===== src/rtl/if_fetch_unit.sv =====
// Instruction fetch stage: owns the fetch PC, issues single-outstanding word
// requests to instruction memory, buffers returned words in a 2-entry
// prefetch FIFO and presents one instruction per cycle (with PC and PC+4) to
// decode. Honours decode freeze and branch/jump redirect.
module if_fetch_unit #(
    parameter logic [31:0] RESET_PC = 32'hBFC00000
) (
    input  logic        CLK,
    input  logic        RESET,
    input  logic [31:0] Alt_PC,
    input  logic        Request_Alt_PC,
    input  logic        WANT_FREEZE,
    output logic        IMEM_Req,
    output logic [31:0] IMEM_Addr,
    input  logic        IMEM_Ack,
    input  logic [31:0] IMEM_Data,
    output logic [31:0] Instr1_OUT,
    output logic [31:0] Instr_PC_OUT,
    output logic [31:0] Instr_PC_Plus4_OUT
);

    localparam int unsigned XLEN  = 32;
    localparam int unsigned DEPTH = 2;
    localparam int unsigned CNT_W = 2;

    // Fetch PC, request (doubles as the outstanding flag) and squash state
    logic [XLEN-1:0]  r_pc;
    logic             r_req;
    logic [XLEN-1:0]  r_addr;
    logic             r_squash;

    // Prefetch FIFO of {instr, pc}
    logic [XLEN-1:0]  r_fifo_instr [DEPTH];
    logic [XLEN-1:0]  r_fifo_pc    [DEPTH];
    logic             r_rd_ptr;
    logic             r_wr_ptr;
    logic [CNT_W-1:0] r_count;

    // Decode-facing output registers
    logic [XLEN-1:0]  r_instr;
    logic [XLEN-1:0]  r_ipc;
    logic [XLEN-1:0]  r_ipc4;

    logic             w_ack;
    logic             w_push;
    logic             w_pop;
    logic             w_busy_nxt;
    logic [CNT_W-1:0] w_count_nxt;
    logic             w_issue;
    logic [XLEN-1:0]  w_fetch_pc;

    // An ack only counts while a request is actually outstanding, so a stale
    // ack arriving after reset is ignored.
    assign w_ack       = IMEM_Ack & r_req;
    assign w_push      = w_ack & ~r_squash & ~Request_Alt_PC;
    assign w_pop       = ~WANT_FREEZE & ~Request_Alt_PC & (r_count != CNT_W'(0));
    assign w_busy_nxt  = r_req & ~IMEM_Ack;
    assign w_fetch_pc  = Request_Alt_PC ? (Alt_PC & ~XLEN'(3)) : r_pc;

    // FIFO occupancy after this edge's flush/push/pop
    always_comb begin
        w_count_nxt = r_count;
        if (Request_Alt_PC) begin
            w_count_nxt = CNT_W'(0);
        end else begin
            w_count_nxt = r_count + CNT_W'(w_push) - CNT_W'(w_pop);
        end
    end

    // Issue only when the slot we would fill is guaranteed room in the FIFO
    assign w_issue = ~w_busy_nxt & (w_count_nxt <= CNT_W'(1));

    // Request channel, fetch PC and squash tracking
    always_ff @(posedge CLK or posedge RESET) begin
        if (RESET) begin
            r_pc     <= RESET_PC;
            r_req    <= 1'b0;
            r_addr   <= '0;
            r_squash <= 1'b0;
        end else begin
            if (w_issue) begin
                r_req  <= 1'b1;
                r_addr <= w_fetch_pc;
                r_pc   <= w_fetch_pc + XLEN'(4);
            end else begin
                r_req <= w_busy_nxt;
                if (Request_Alt_PC) begin
                    r_pc <= w_fetch_pc;
                end
            end
            if (Request_Alt_PC && w_busy_nxt) begin
                r_squash <= 1'b1;
            end else if (w_ack) begin
                r_squash <= 1'b0;
            end
        end
    end

    // Prefetch FIFO storage and pointers; redirect flushes it
    always_ff @(posedge CLK or posedge RESET) begin
        if (RESET) begin
            for (int i = 0; i < int'(DEPTH); i++) begin
                r_fifo_instr[i] <= '0;
                r_fifo_pc[i]    <= '0;
            end
            r_rd_ptr <= 1'b0;
            r_wr_ptr <= 1'b0;
            r_count  <= '0;
        end else begin
            if (Request_Alt_PC) begin
                r_rd_ptr <= 1'b0;
                r_wr_ptr <= 1'b0;
            end else begin
                if (w_push) begin
                    r_fifo_instr[r_wr_ptr] <= IMEM_Data;
                    r_fifo_pc[r_wr_ptr]    <= r_addr;
                    r_wr_ptr               <= ~r_wr_ptr;
                end
                if (w_pop) begin
                    r_rd_ptr <= ~r_rd_ptr;
                end
            end
            r_count <= w_count_nxt;
        end
    end

    // Decode outputs: hold on freeze, else pop the head or present a nop
    always_ff @(posedge CLK or posedge RESET) begin
        if (RESET) begin
            r_instr <= '0;
            r_ipc   <= '0;
            r_ipc4  <= '0;
        end else if (!WANT_FREEZE) begin
            if (w_pop) begin
                r_instr <= r_fifo_instr[r_rd_ptr];
                r_ipc   <= r_fifo_pc[r_rd_ptr];
                r_ipc4  <= r_fifo_pc[r_rd_ptr] + XLEN'(4);
            end else begin
                r_instr <= '0;
                r_ipc   <= '0;
                r_ipc4  <= '0;
            end
        end
    end

    assign IMEM_Req           = r_req;
    assign IMEM_Addr          = r_addr;
    assign Instr1_OUT         = r_instr;
    assign Instr_PC_OUT       = r_ipc;
    assign Instr_PC_Plus4_OUT = r_ipc4;

endmodule


===== config.mk =====
export PLATFORM = sky130hd
export DESIGN_NAME = if_fetch_unit
export DESIGN_NICKNAME = d
export VERILOG_FILES = /design/src/rtl/if_fetch_unit.sv
export SDC_FILE = /design/constraint.sdc
export NUM_CORES = 1
export LEC_CHECK = 0
export CORE_UTILIZATION = 40
export CTS_CLUSTER_SIZE = 28
export DETAILED_ROUTE_END_ITERATION = 7
export GPL_ROUTABILITY_DRIVEN = 0
export PLACE_DENSITY_LB_ADDON = 0.15
export SYNTH_ARGS = -nofsm -noshare
export SYNTH_HDL_FRONTEND = slang
export SYNTH_SLANG_ARGS = --single-unit
export TNS_END_PERCENT = 10

===== constraint.sdc =====
create_clock -name CLK -period 12.4 [get_ports CLK]
set_clock_uncertainty 0.05 [all_clocks]
set_input_delay 1.86 -clock CLK [delete_from_list [all_inputs] [get_ports CLK]]
set_output_delay 1.86 -clock CLK [all_outputs]
set_load 0.005 [all_outputs]

# After elaboration in Yosys (flattened, before gate mapping)
# Cells that the tools add are included.
# totals
ff_bits,294
inputBits,69
out_inout_bits,129
wordCells,70
# classes
addsub,4
magnitude_cmp,4
n_mux,24
bitwise,16
reduce_logical,8
# op_table
operator,count
two-way mux 32 bit,13
bitwise mux 64 bit,2
"adder 32 x 3 -> 32 bit, second input constant",2
demux 32 bit (select 1 bit),1
nonzero test 2 bit,5
bitwise AND 1 bit,7
two-way mux 1 bit,7
inverter 1 bit,7
">= comparator 2 bit, second input constant",2
inverter 1 -> 2 bit,2
adder 2 x 1 -> 2 bit,1
"less-or-equal comparator 2 x 1 -> 1 bit, second input constant",1
logical AND 1 bit,2
"< comparator 2 x 1 -> 1 bit, second input constant",1
two-way mux 2 bit,1
AND reduction 2 bit,1
subtractor 2 x 1 -> 2 bit,1

# Logic depth before layout (Yosys ltp)
# Gate-level depths: netlist of the first run.
# depth
word_depth,9
ltp_mapped,16
mapped_depth_nobuf,12

# Least setup slack after synthesis of the first run
# OpenSTA, ideal clock, no wires.
# synth_timing
path_kind,input-to-reg
from,in Request_Alt_PC
to,reg r_pc[18]
setup_time_ns,0.131
arrival_ns,4.766
required_time_ns,12.219
slack_ns,7.453
path_stages,16
path_cell_list,buf_6 > buf_2 > or2_2 > clkbuf_1 > clkbuf_1 > inv_1 > ha_1 > inv_1 > ha_1 > xnor3_2 > o21a_1 > buf_2 > nand3_2 > or3_1 > nand2b_1 > xor2_1
# synth_between
elab_chain_cells,8
elab_cells_between_ends,14
# synth_lines
item,line_no,source
start: declaration,11,"input logic Request_Alt_PC,"
inverter 1 bit (no source line),n/a,
"bitwise AND 1 bit, on equally long branches","55, 56",
adder 2 x 1 -> 2 bit / bitwise AND 1 bit (equally long branches),"66, 56",
subtractor 2 x 1 -> 2 bit,66,w_count_nxt = r_count + CNT_W'(w_push) - CNT_W'(w_pop);
two-way mux 2 bit,63,if (Request_Alt_PC) begin
less-or-equal comparator 2 x 1 -> 1 bit,71,assign w_issue = ~w_busy_nxt & (w_count_nxt <= CNT_W'(1));
bitwise AND 1 bit,71,
two-way mux 32 bit / nonzero test 2 bit (equally long branches),n/a,
end signal: assignment,84,r_pc <= w_fetch_pc + XLEN'(4);
end signal: assignment,88,r_pc <= w_fetch_pc;
end: declaration,27,logic [XLEN-1:0] r_pc;
# Parallel ways exist; a longest one is shown, timed or not. The select of a mux whose other input is x is not followed.
# A chain may end at the register's enable or synchronous reset.

# Worst setup path in the final report of the first run
# layout_timing
from,in Request_Alt_PC
to,reg r_pc[30]
# The elaborated chain is that of the path after synthesis.

==> results of run 1 <==
==> state kept, by name, indices dropped and copies added (netlist names) <==
| register | flops |
|---|---|
| r_pc | 32 |
| r_fifo_pc | 64 |
| r_wr_ptr | 1 |
| IMEM_Req | 1 |
| r_fifo_instr | 64 |
| r_count | 2 |
| Instr_PC_OUT | 32 |
| Instr1_OUT | 32 |
| r_squash | 1 |
| Instr_PC_Plus4_OUT | 30 |
| IMEM_Addr | 32 |
| r_rd_ptr | 1 |
==> worst paths after layout <==
check,endpoint,from,depth (start not counted)
min in group asynchronous,r_fifo_instr[62]$_DFFE_PP0P_,RESET,2
worst max register to register,r_pc[30]$_DFFE_PP0P_,r_count[1]$_DFF_PP0_,13
max in group asynchronous,Instr_PC_Plus4_OUT[12]$_DFFE_PP0N_,RESET,4
worst min register to register,Instr_PC_OUT[26]$_DFFE_PP0N_,Instr_PC_OUT[26]$_DFFE_PP0N_,2
worst min-delay path,Instr_PC_OUT[26]$_DFFE_PP0N_,Instr_PC_OUT[26]$_DFFE_PP0N_,2
worst max-delay path,r_pc[30]$_DFFE_PP0P_,Request_Alt_PC,13
==> per-layer routing <==
layer,global-route usage (%),up-vias
li1,-,4349
met1,29.8,4394
met2,28.2,205
met3,3.00,39
met4,4.57,0
met5,0,-
==> layout make-up <==
type / count / area, sq um / share of cell area [%]
clock buffers: 47 / 991 / 5.98
clock inverters: 12 / 101 / 0.612
inverters: 9 / 41.3 / 0.249
multi-input cells: 773 / 5520 / 33.3
flip-flops and latches: 292 / 7320 / 44.2
well taps: 442 / 553 / 3.34
repair buffers: 206 / 2030 / 12.3
==> through the flow <==
stage	instances	area [sq um]	total power, mW	setup WS [ns]	util (%)
2_1_floorplan	1138	13200	1.83	2.44	-
3_3_place_gp	1722	15500	2.12	6.16	47.7
3_5_place_dp	1722	15500	2.14	6.14	47.7
4_1_cts	1781	16600	3.13	6.68	51.0
5_1_grt	1781	16600	3.26	6.34	51.0
6_report	1781	16600	3.09	6.72	51.0
==> kinds of logic after synthesis <==
group / count (synthesis) / share of synthesized area [%]
buf+inv: 73 / 2.59
simple gates: 313 / 11.7
compound gates: 176 / 7.73
mux: 219 / 17.9
fa+ha+maj: 4 / 0.380
xor+xnor: 61 / 4.17
flops: 292 / 55.6
==> worst max-delay path: cells and delay by family <==
family | cells | cell delay, ns
xor+xnor | 2 | 0.45
simple gates | 4 | 1.19
buf+inv | 4 | 1.46
fa+ha+maj | 2 | 0.55
compound gates | 1 | 0.45
==> power by group <==
group	switching [mW]	internal [mW]	total [mW]
logic	0.314	0.395	0.710
clock network	0.391	0.580	0.971
registers	0.194	1.21	1.41
==> cell usage after synthesis (5+ instances only) <==
master | number | area share, %
dfrtp_1 | 283 | 54
nand2_1 | 166 | 4.7
mux2_2 | 129 | 11
o21ai_0 | 120 | 4.6
mux2i_1 | 90 | 6.8
xor2_1 | 32 | 2.1
buf_2 | 29 | 1.1
nand3_1 | 29 | 1.1
clkbuf_1 | 28 | 0.80
xnor2_1 | 28 | 1.9
nand3b_1 | 22 | 1.3
nor2_1 | 22 | 0.63
a21oi_1 | 12 | 0.46
nor2b_1 | 12 | 0.57
nor3_1 | 12 | 0.46
nand2b_1 | 10 | 0.48
dfstp_2 | 9 | 1.8
inv_1 | 9 | 0.26
nand4_1 | 8 | 0.38
a22oi_1 | 7 | 0.40
nor4_1 | 7 | 0.33
buf_4 | 6 | 0.34
a22o_1 | 5 | 0.33
==> impl_metrics.py, run 1 <==
metrics = {
    "grt": {
        "grt_max_degree": 105,
        "grt_pass1_wl_mm": 50.8,
        "grt_pass1_vias": 9010,
        "grt-ovfl-total": 0,
        "grtUsageTotal_pct": 19.3,
        "antenna_found_initial": 0,
    },
    "detailed_routing": {
        "routed_wl_mm": 31.8,
        "wl_met1_mm": 16.7,
        "wl_per_cell_um": 17.9,
        "num_vias": 8987,
        "viasPerCell": 5.05,
        "ant_nets": 0,
        "drtPass1Iterations": 5,
        "wl_met2_mm": 13.4,
        "dr.max_layer_used": "met4",
        "drt_iter0_drc": 505,
        "dr_wl_met3_mm": 1.25,
        "drc": 0,
    },
    "setup_path": {
        "r2r_slack_ns": 7.92,
        "path_max_fanout": 90,
        "critPathMaxStageDelay_ns": 0.68,
        "required_ns": 12.72,
        "worstPathCellList": "buf_4 > or2_2 > buf_4 > inv_1 > ha_1 > inv_1 > ha_1 > xnor3_2 > o21a_1 > nand3_2 > nor4_2 > nand2_1 > xor2_1",
        "cp_slowest_cell": "buf_4",
        "crit_arrival_ns": 6.00,
        "critPathKind": "input port to register",
        "cp-start-kind": "input port",
        "crit_path_end_kind": "register",
    },
    "synth": {
        "ys_ff_latch": 292,
        "seq_area_frac_synth_pct": 55.6,
        "synthArstFlopShare_pct": 100,
        "ys.warnings.count": 0,
        "syn_area_sq_mm": 0.0132,
        "syn_area_per_cell_sq_um": 11.6,
        "synth_edf_count": 0,
        "syn_nets": 1211,
        "netlist_instances": 1138,
        "synthFlopType": "dfrtp_1",
        "synth.distinct_cells": 60,
    },
    "floorplan": {
        "fp.dieW_um": 183,
        "core_sq_mm": 0.0325,
        "die_height_um": 183,
        "rows": 66,
        "initial_core_util_pct": 40.6,
        "ios": 198,
        "die_area_sq_mm": 0.0336,
    },
    "clocking": {
        "cts_buffers": 34,
        "clk_pin_slew_ns": 0.06,
        "cts.htree.levels": 2,
        "cts-resized-gates": 0,
        "cts.path.max_buffers": 3,
        "post_cts_buffers": 0,
        "cts_hold_buf": 0,
        "cts-root-buf": "clkbuf_16",
        "clkSinkCount": 292,
        "cts_tree": "yes",
        "clk_latency_ns": 0.51,
    },
    "timing": {
        "whs_ns": 0.429,
        "period_minus_slack_ns": 5.68,
        "max_freq_ghz": 0.176,
        "rsz0062_at_grt": "false",
        "setup_tns_ns": 0,
        "slew_headroom_pct": 25.6,
        "worstMarginPinSlew_ns": 1.12,
        "hold_viol": 0,
        "finalSetupViolCount": 0,
        "fin_crit_sh_pct": 45.8,
        "maxSlewViolCount": 0,
    },
    "flow_run": {
        "drv_cap": 0,
    },
    "hold_path": {
        "hp-class": "register to register",
    },
    "pwr": {
        "power_density_mw_per_mm2": 186,
        "vdd_drop_max_mv": 0.0870,
        "cellLeakagePower_nw": 6.85,
    },
    "cells_and_area": {
        "num_antenna_cells": 0,
        "fillers": 2929,
        "layout-drive-gt1-share_pct": 16.5,
        "layout_common_cells": "dfrtp_1, clkdlybuf4s50_1, nand2_1",
        "nets": 1389,
        "syn2layout_area_growth_pct": 25.8,
        "layout_commonest_cell": "dfrtp_1",
    },
    "placed_design": {
        "place.port_buffers": 195,
        "dp_hpwl_mm": 21.4,
    },
    "outcome": {
        "outcome": "complete, no violations",
    },
}
(Power assumes the default switching activity.)
==> run 2, diff against run 1 <==
==> constraint.sdc (replaced) <==
create_clock -name CLK -period 5.1 [get_ports CLK]
set_clock_uncertainty 0.05 [all_clocks]
set_input_delay 0.765 -clock CLK [delete_from_list [all_inputs] [get_ports CLK]]
set_output_delay 0.765 -clock CLK [all_outputs]
set_load 0.005 [all_outputs]
==> impl_metrics.py, run 2 (same netlist as run 1, synthesis figures left out) <==
metrics = {
    "pwr": {
        "cellInternalPower_mw": 5.34,
        "vdd_drop_max_mv": 0.200,
        "p_sw_mw": 2.19,
        "power_density_mw_per_mm2": 454,
        "power_frac_comb_pct": 23.1,
        "sequentialPowerShare_pct": 45.3,
        "power.share.switching_pct": 29.1,
        "cellLeakagePower_nw": 6.88,
        "clkPwrFrac_pct": 31.6,
    },
    "floorplan": {
        "ios": 198,
        "fp.dieW_um": 183,
        "die_area_sq_mm": 0.0336,
        "initial_core_util_pct": 40.6,
        "rows": 66,
        "die_height_um": 183,
        "core_sq_mm": 0.0325,
    },
    "cells_and_area": {
        "seqCellArea_sq_mm": 0.00732,
        "layout_commonest_cell": "dfrtp_1",
        "final_area_sq_mm": 0.0166,
        "reg_top3": "r_fifo_instr: 64 flops, r_fifo_pc: 64 flops",
        "nets": 1390,
        "layout-drive-gt1-share_pct": 16.5,
        "multi_input_area_sq_mm": 0.00552,
        "stdcell_count": 1785,
        "fillers": 2934,
        "layout_common_cells": "dfrtp_1, clkdlybuf4s50_1, nand2_1",
        "syn2layout_area_growth_pct": 26.1,
    },
    "setup_path": {
        "crit_path_end_kind": "register",
        "required_ns": 5.42,
        "cp_slowest_cell": "clkdlybuf4s50_1",
        "path_max_fanout": 10,
        "cp-start-kind": "input port",
        "critPathKind": "input port to register",
        "worstPathCellList": "clkdlybuf4s50_1 > nand2_1 > or3_1 > ha_1 > inv_1 > ha_1 > xnor3_2 > o21a_1 > nand3_2 > nor4_2 > nand2_1 > xor2_1",
        "critical-path-top-delay-family": "simple AND/OR/NAND/NOR gates",
        "critPathMaxStageDelay_ns": 0.51,
        "crit_arrival_ns": 4.11,
        "path_buf_inv": 2,
    },
    "detailed_routing": {
        "viasPerCell": 5.08,
        "drtPass1Iterations": 5,
        "wl_per_cell_um": 17.9,
        "drc": 0,
        "num_vias": 9063,
        "ant_nets": 0,
        "routed_wl_mm": 31.9,
        "drt_iter0_drc": 527,
    },
    "flow_run": {
        "drv_cap": 0,
    },
    "placed_design": {
        "dp_hpwl_mm": 21.3,
        "pre_cts_ws_ns": 0.728,
        "dpl.cell_count": 1723,
        "place.port_buffers": 195,
        "postPlaceCellArea_sq_mm": 0.0155,
    },
    "timing": {
        "setup_tns_ns": 0,
        "max_freq_ghz": 0.263,
        "period_minus_slack_ns": 3.80,
        "whs_ns": 0.427,
        "fin_ws_ns": 1.30,
        "hold_viol": 0,
        "rsz0062_at_grt": "false",
        "slew_headroom_pct": 31.0,
        "worstMarginPinSlew_ns": 1.03,
        "fin_crit_sh_pct": 74.4,
        "finalSetupViolCount": 0,
        "maxSlewViolCount": 0,
    },
    "grt": {
        "grt_pass1_vias": 8820,
        "grt-ovfl-total": 0,
        "grt_pass1_wl_mm": 50.7,
        "grtUsageTotal_pct": 19.3,
        "antenna_found_initial": 0,
        "grt_max_degree": 120,
    },
    "clocking": {
        "post_cts_buffers": 0,
        "clk_pin_slew_ns": 0.06,
        "cts-resized-gates": 0,
        "cts-root-buf": "clkbuf_16",
        "cts_tree": "yes",
        "cts.path.max_buffers": 3,
        "cts_hold_buf": 0,
        "clk_latency_ns": 0.51,
        "clkSinkCount": 292,
        "cts.htree.levels": 2,
        "cts_buffers": 34,
    },
    "outcome": {
        "outcome": "complete, no violations",
    },
    "hold_path": {
        "hp-class": "register to register",
    },
}
-- run 2: area by class of cell --
cell class / count / share of cell area [%]
Clock buffer: 51 / 6.12
Tap cell: 442 / 3.33
Antenna cell: 1 / 0.0151
Multi-Input combinational cell: 773 / 33.3
Clock inverter: 10 / 0.513
Sequential cell: 292 / 44.1
Timing Repair Buffer: 207 / 12.4
Inverter: 9 / 0.226
-- run 2: stage by stage --
step	utilization (%)	total power [mW]
finish	51.1	7.53
global route	51.1	7.98
CTS	51.1	7.63
detailed placement	47.7	5.22
global placement	47.7	5.15
floorplan	-	4.45
-- run 2: power groups by stage --
stage | combinational, mW | sequential (mW) | clock [mW]
after global routing | 1.93 | 3.50 | 2.55
after CTS | 1.77 | 3.41 | 2.45
after global placement | 1.73 | 3.42 | 0
final | 1.74 | 3.42 | 2.38
after detailed placement | 1.77 | 3.45 | 0
after floorplan | 1.15 | 3.30 | 0
-- run 2: worst reg2reg max path, cell delays in order (launching register included) --
cell,delay [ns]
dfrtp_1,0.44
nand2_1,0.09
or3_1,0.38
ha_1,0.31
inv_1,0.04
ha_1,0.17
xnor3_2,0.30
o21a_1,0.42
nand3_2,0.38
nor4_2,0.51
nand2_1,0.12
xor2_1,0.15
-- run 2: per-layer routing --
layer / GRT usage [%] / vias up / wire length, um
li1: - / 4359 / -
met1: 29.6 / 4466 / 16300
met2: 28.3 / 201 / 13900
met3: 2.94 / 37 / 1250
met4: 4.63 / 0 / 475
met5: 0 / - / 0
-- run 2: path summary, 6_finish.rpt --
kind | start | endpoint | slack (ns) | cells after the start
worst max-delay path | IMEM_Ack | r_pc[30]$_DFFE_PP0P_ | 1.30 | 12
max in group asynchronous | RESET | r_fifo_instr[15]$_DFFE_PP0P_ | 3.13 | 3
worst min-delay path | Instr_PC_Plus4_OUT[2]$_DFFE_PP0N_ | Instr_PC_Plus4_OUT[2]$_DFFE_PP0N_ | 0.43 | 2
worst min register to register | Instr_PC_Plus4_OUT[2]$_DFFE_PP0N_ | Instr_PC_Plus4_OUT[2]$_DFFE_PP0N_ | 0.43 | 2
worst max register to register | IMEM_Req$_DFF_PP0_ | r_pc[30]$_DFFE_PP0P_ | 1.63 | 11
min in group asynchronous | RESET | Instr_PC_Plus4_OUT[2]$_DFFE_PP0N_ | 0.68 | 2
==> run 3, diff against run 2 <==
==> constraint.sdc (replaced) <==
create_clock -name CLK -period 3.22 [get_ports CLK]
set_clock_uncertainty 0.05 [all_clocks]
set_input_delay 0.483 -clock CLK [delete_from_list [all_inputs] [get_ports CLK]]
set_output_delay 0.483 -clock CLK [all_outputs]
set_load 0.005 [all_outputs]
==> impl_metrics.py, run 3 (same netlist as run 1, synthesis figures left out) <==
metrics = {
    "cells_and_area": {
        "reg_top3": "r_fifo_instr: 64 flops, r_fifo_pc: 64 flops",
        "layout_common_cells": "dfrtp_1, clkdlybuf4s50_1, nand2_1",
        "syn2layout_area_growth_pct": 30.6,
        "layout-drive-gt1-share_pct": 19.5,
        "layout_commonest_cell": "dfrtp_1",
        "fin_util_pct": 53.0,
        "num_antenna_cells": 0,
        "fillers": 2874,
        "nets": 1437,
    },
    "timing": {
        "maxSlewViolCount": 0,
        "worstMarginPinSlew_ns": 1.09,
        "whs_ns": 0.134,
        "period_minus_slack_ns": 3.02,
        "hold_viol": 0,
        "fin_crit_sh_pct": 93.8,
        "slew_headroom_pct": 27.4,
        "max_freq_ghz": 0.331,
        "finalSetupViolCount": 0,
        "rsz0062_at_grt": "false",
    },
    "detailed_routing": {
        "drtPass1Iterations": 5,
        "wl_per_cell_um": 17.8,
        "routed_wl_mm": 32.5,
        "viasPerCell": 5.07,
        "ant_nets": 0,
        "dr.max_layer_used": "met4",
        "drt_iter0_drc": 439,
        "num_vias": 9257,
        "drc": 0,
        "wl_met2_mm": 14.0,
        "wl_met1_mm": 16.5,
        "dr_wl_met3_mm": 1.54,
    },
    "setup_path": {
        "crit_path_end_kind": "register",
        "path_common_cell": "ha_1",
        "cp-start-kind": "input port",
        "r2r_slack_ns": 0.23,
        "critPathKind": "input port to register",
        "critPathMaxStageDelay_ns": 0.49,
        "required_ns": 3.55,
        "crit_arrival_ns": 3.35,
        "cp_slowest_cell": "clkdlybuf4s50_1",
        "worstPathCellList": "clkdlybuf4s50_1 > nand2_1 > or3_1 > ha_1 > inv_1 > ha_1 > xnor3_2 > o221ai_2 > a211o_1 > buf_4 > nor3_1 > xnor2_1 > mux2i_1",
        "path_max_fanout": 8,
    },
    "floorplan": {
        "ios": 198,
        "die_height_um": 183,
        "rows": 66,
        "die_area_sq_mm": 0.0336,
        "initial_core_util_pct": 40.6,
        "core_sq_mm": 0.0325,
        "fp.dieW_um": 183,
    },
    "clocking": {
        "cts.path.max_buffers": 3,
        "cts_hold_buf": 0,
        "cts_tree": "yes",
        "cts_buffers": 34,
        "clk_latency_ns": 0.51,
        "cts.htree.levels": 2,
        "clk_pin_slew_ns": 0.06,
        "cts-root-buf": "clkbuf_16",
        "clkSinkCount": 292,
    },
    "pwr": {
        "vdd_drop_max_mv": 0.288,
        "cellLeakagePower_nw": 7.18,
        "power_density_mw_per_mm2": 708,
    },
    "flow_run": {
        "drv_cap": 0,
    },
    "placed_design": {
        "dp_hpwl_mm": 22.7,
        "place.port_buffers": 195,
    },
    "outcome": {
        "outcome": "complete, no violations",
    },
    "grt": {
        "grt_pass1_vias": 9126,
        "grt_pass1_wl_mm": 52.0,
        "grt-ovfl-total": 0,
        "grt_max_degree": 95,
        "antenna_found_initial": 0,
        "grtUsageTotal_pct": 19.8,
    },
    "hold_path": {
        "hp-class": "input port to register",
    },
}
-- run 3: changes by cell type in the layout (fill, tap and decap cells not counted), sizes merged --
cell and delta:
buf +47, bufinv +1, clkbuf -1, clkinv -3
clkinvlp -1, diode -1
-- run 3: timing repair --
item                                   CTS  global route
resized for setup                        0             4
setup endpoints to repair                0             7
endpoints found under the hold margin    0             0
setup buffers                            0             0
-- run 3: report_power, final --
| part | internal, mW | switching [mW] |
|---|---|---|
| Combinational | 1.64 | 1.28 |
| Sequential | 4.67 | 0.731 |
| Clock | 2.37 | 1.48 |
-- run 3: final cells by class --
cell class	instances	area, sq um	share of cell area, %
sequential	292	7320	42.6
multi-input combinational	773	5550	32.3
timing repair buffer	254	2600	15.1
clock buffer	50	1030	6.01
tap	442	553	3.22
clock inverter	7	92.6	0.539
inverter	9	37.5	0.218
-- run 3: final timing paths --
path,start,to,cells past startpoint
worst max-delay path,IMEM_Ack,r_pc[17]$_DFFE_PP0P_,13
max in group asynchronous,RESET,r_pc[27]$_DFFE_PP1P_,3
min in group asynchronous,RESET,Instr_PC_Plus4_OUT[22]$_DFFE_PP0N_,2
worst min register to register,Instr_PC_OUT[19]$_DFFE_PP0N_,Instr_PC_OUT[19]$_DFFE_PP0N_,1
worst max register to register,IMEM_Req$_DFF_PP0_,r_pc[17]$_DFFE_PP0P_,12
worst min-delay path,Request_Alt_PC,r_count[0]$_DFF_PP0_,2
-- run 3: stage by stage --
step           setup TNS, ns  power, mW  cell area (sq um)  instances  worst slack, ns
2_1_floorplan        -339.62       7.05              13200       1138            -1.18
3_3_place_gp           -4.11       8.32              16000       1770           -0.353
3_5_place_dp           -5.85       8.41              16000       1770           -0.425
4_1_cts                    0       12.3              17200       1827            0.115
5_1_grt                    0       12.9              17200       1827           0.0293
6_report                   0       12.2              17200       1827            0.201
-- run 3: critical path: cells and delay by family --
kind,cells,cell delay [ns]
AO/OA/AOI/OAI,2,0.55
AND/OR/NAND/NOR,3,0.65
XOR/XNOR,2,0.39
adder cells (fa/ha/maj),2,0.47
buffers and inverters,3,0.74
multiplexers,1,0.08
-- run 3: layer usage --
| layer | vias to the layer above | track usage (%) |
|---|---|---|
| met2 | 232 | 28.9 |
| met1 | 4552 | 30.2 |
| met5 | - | 0 |
| met4 | 0 | 4.77 |
| li1 | 4434 | - |
| met3 | 39 | 3.40 |
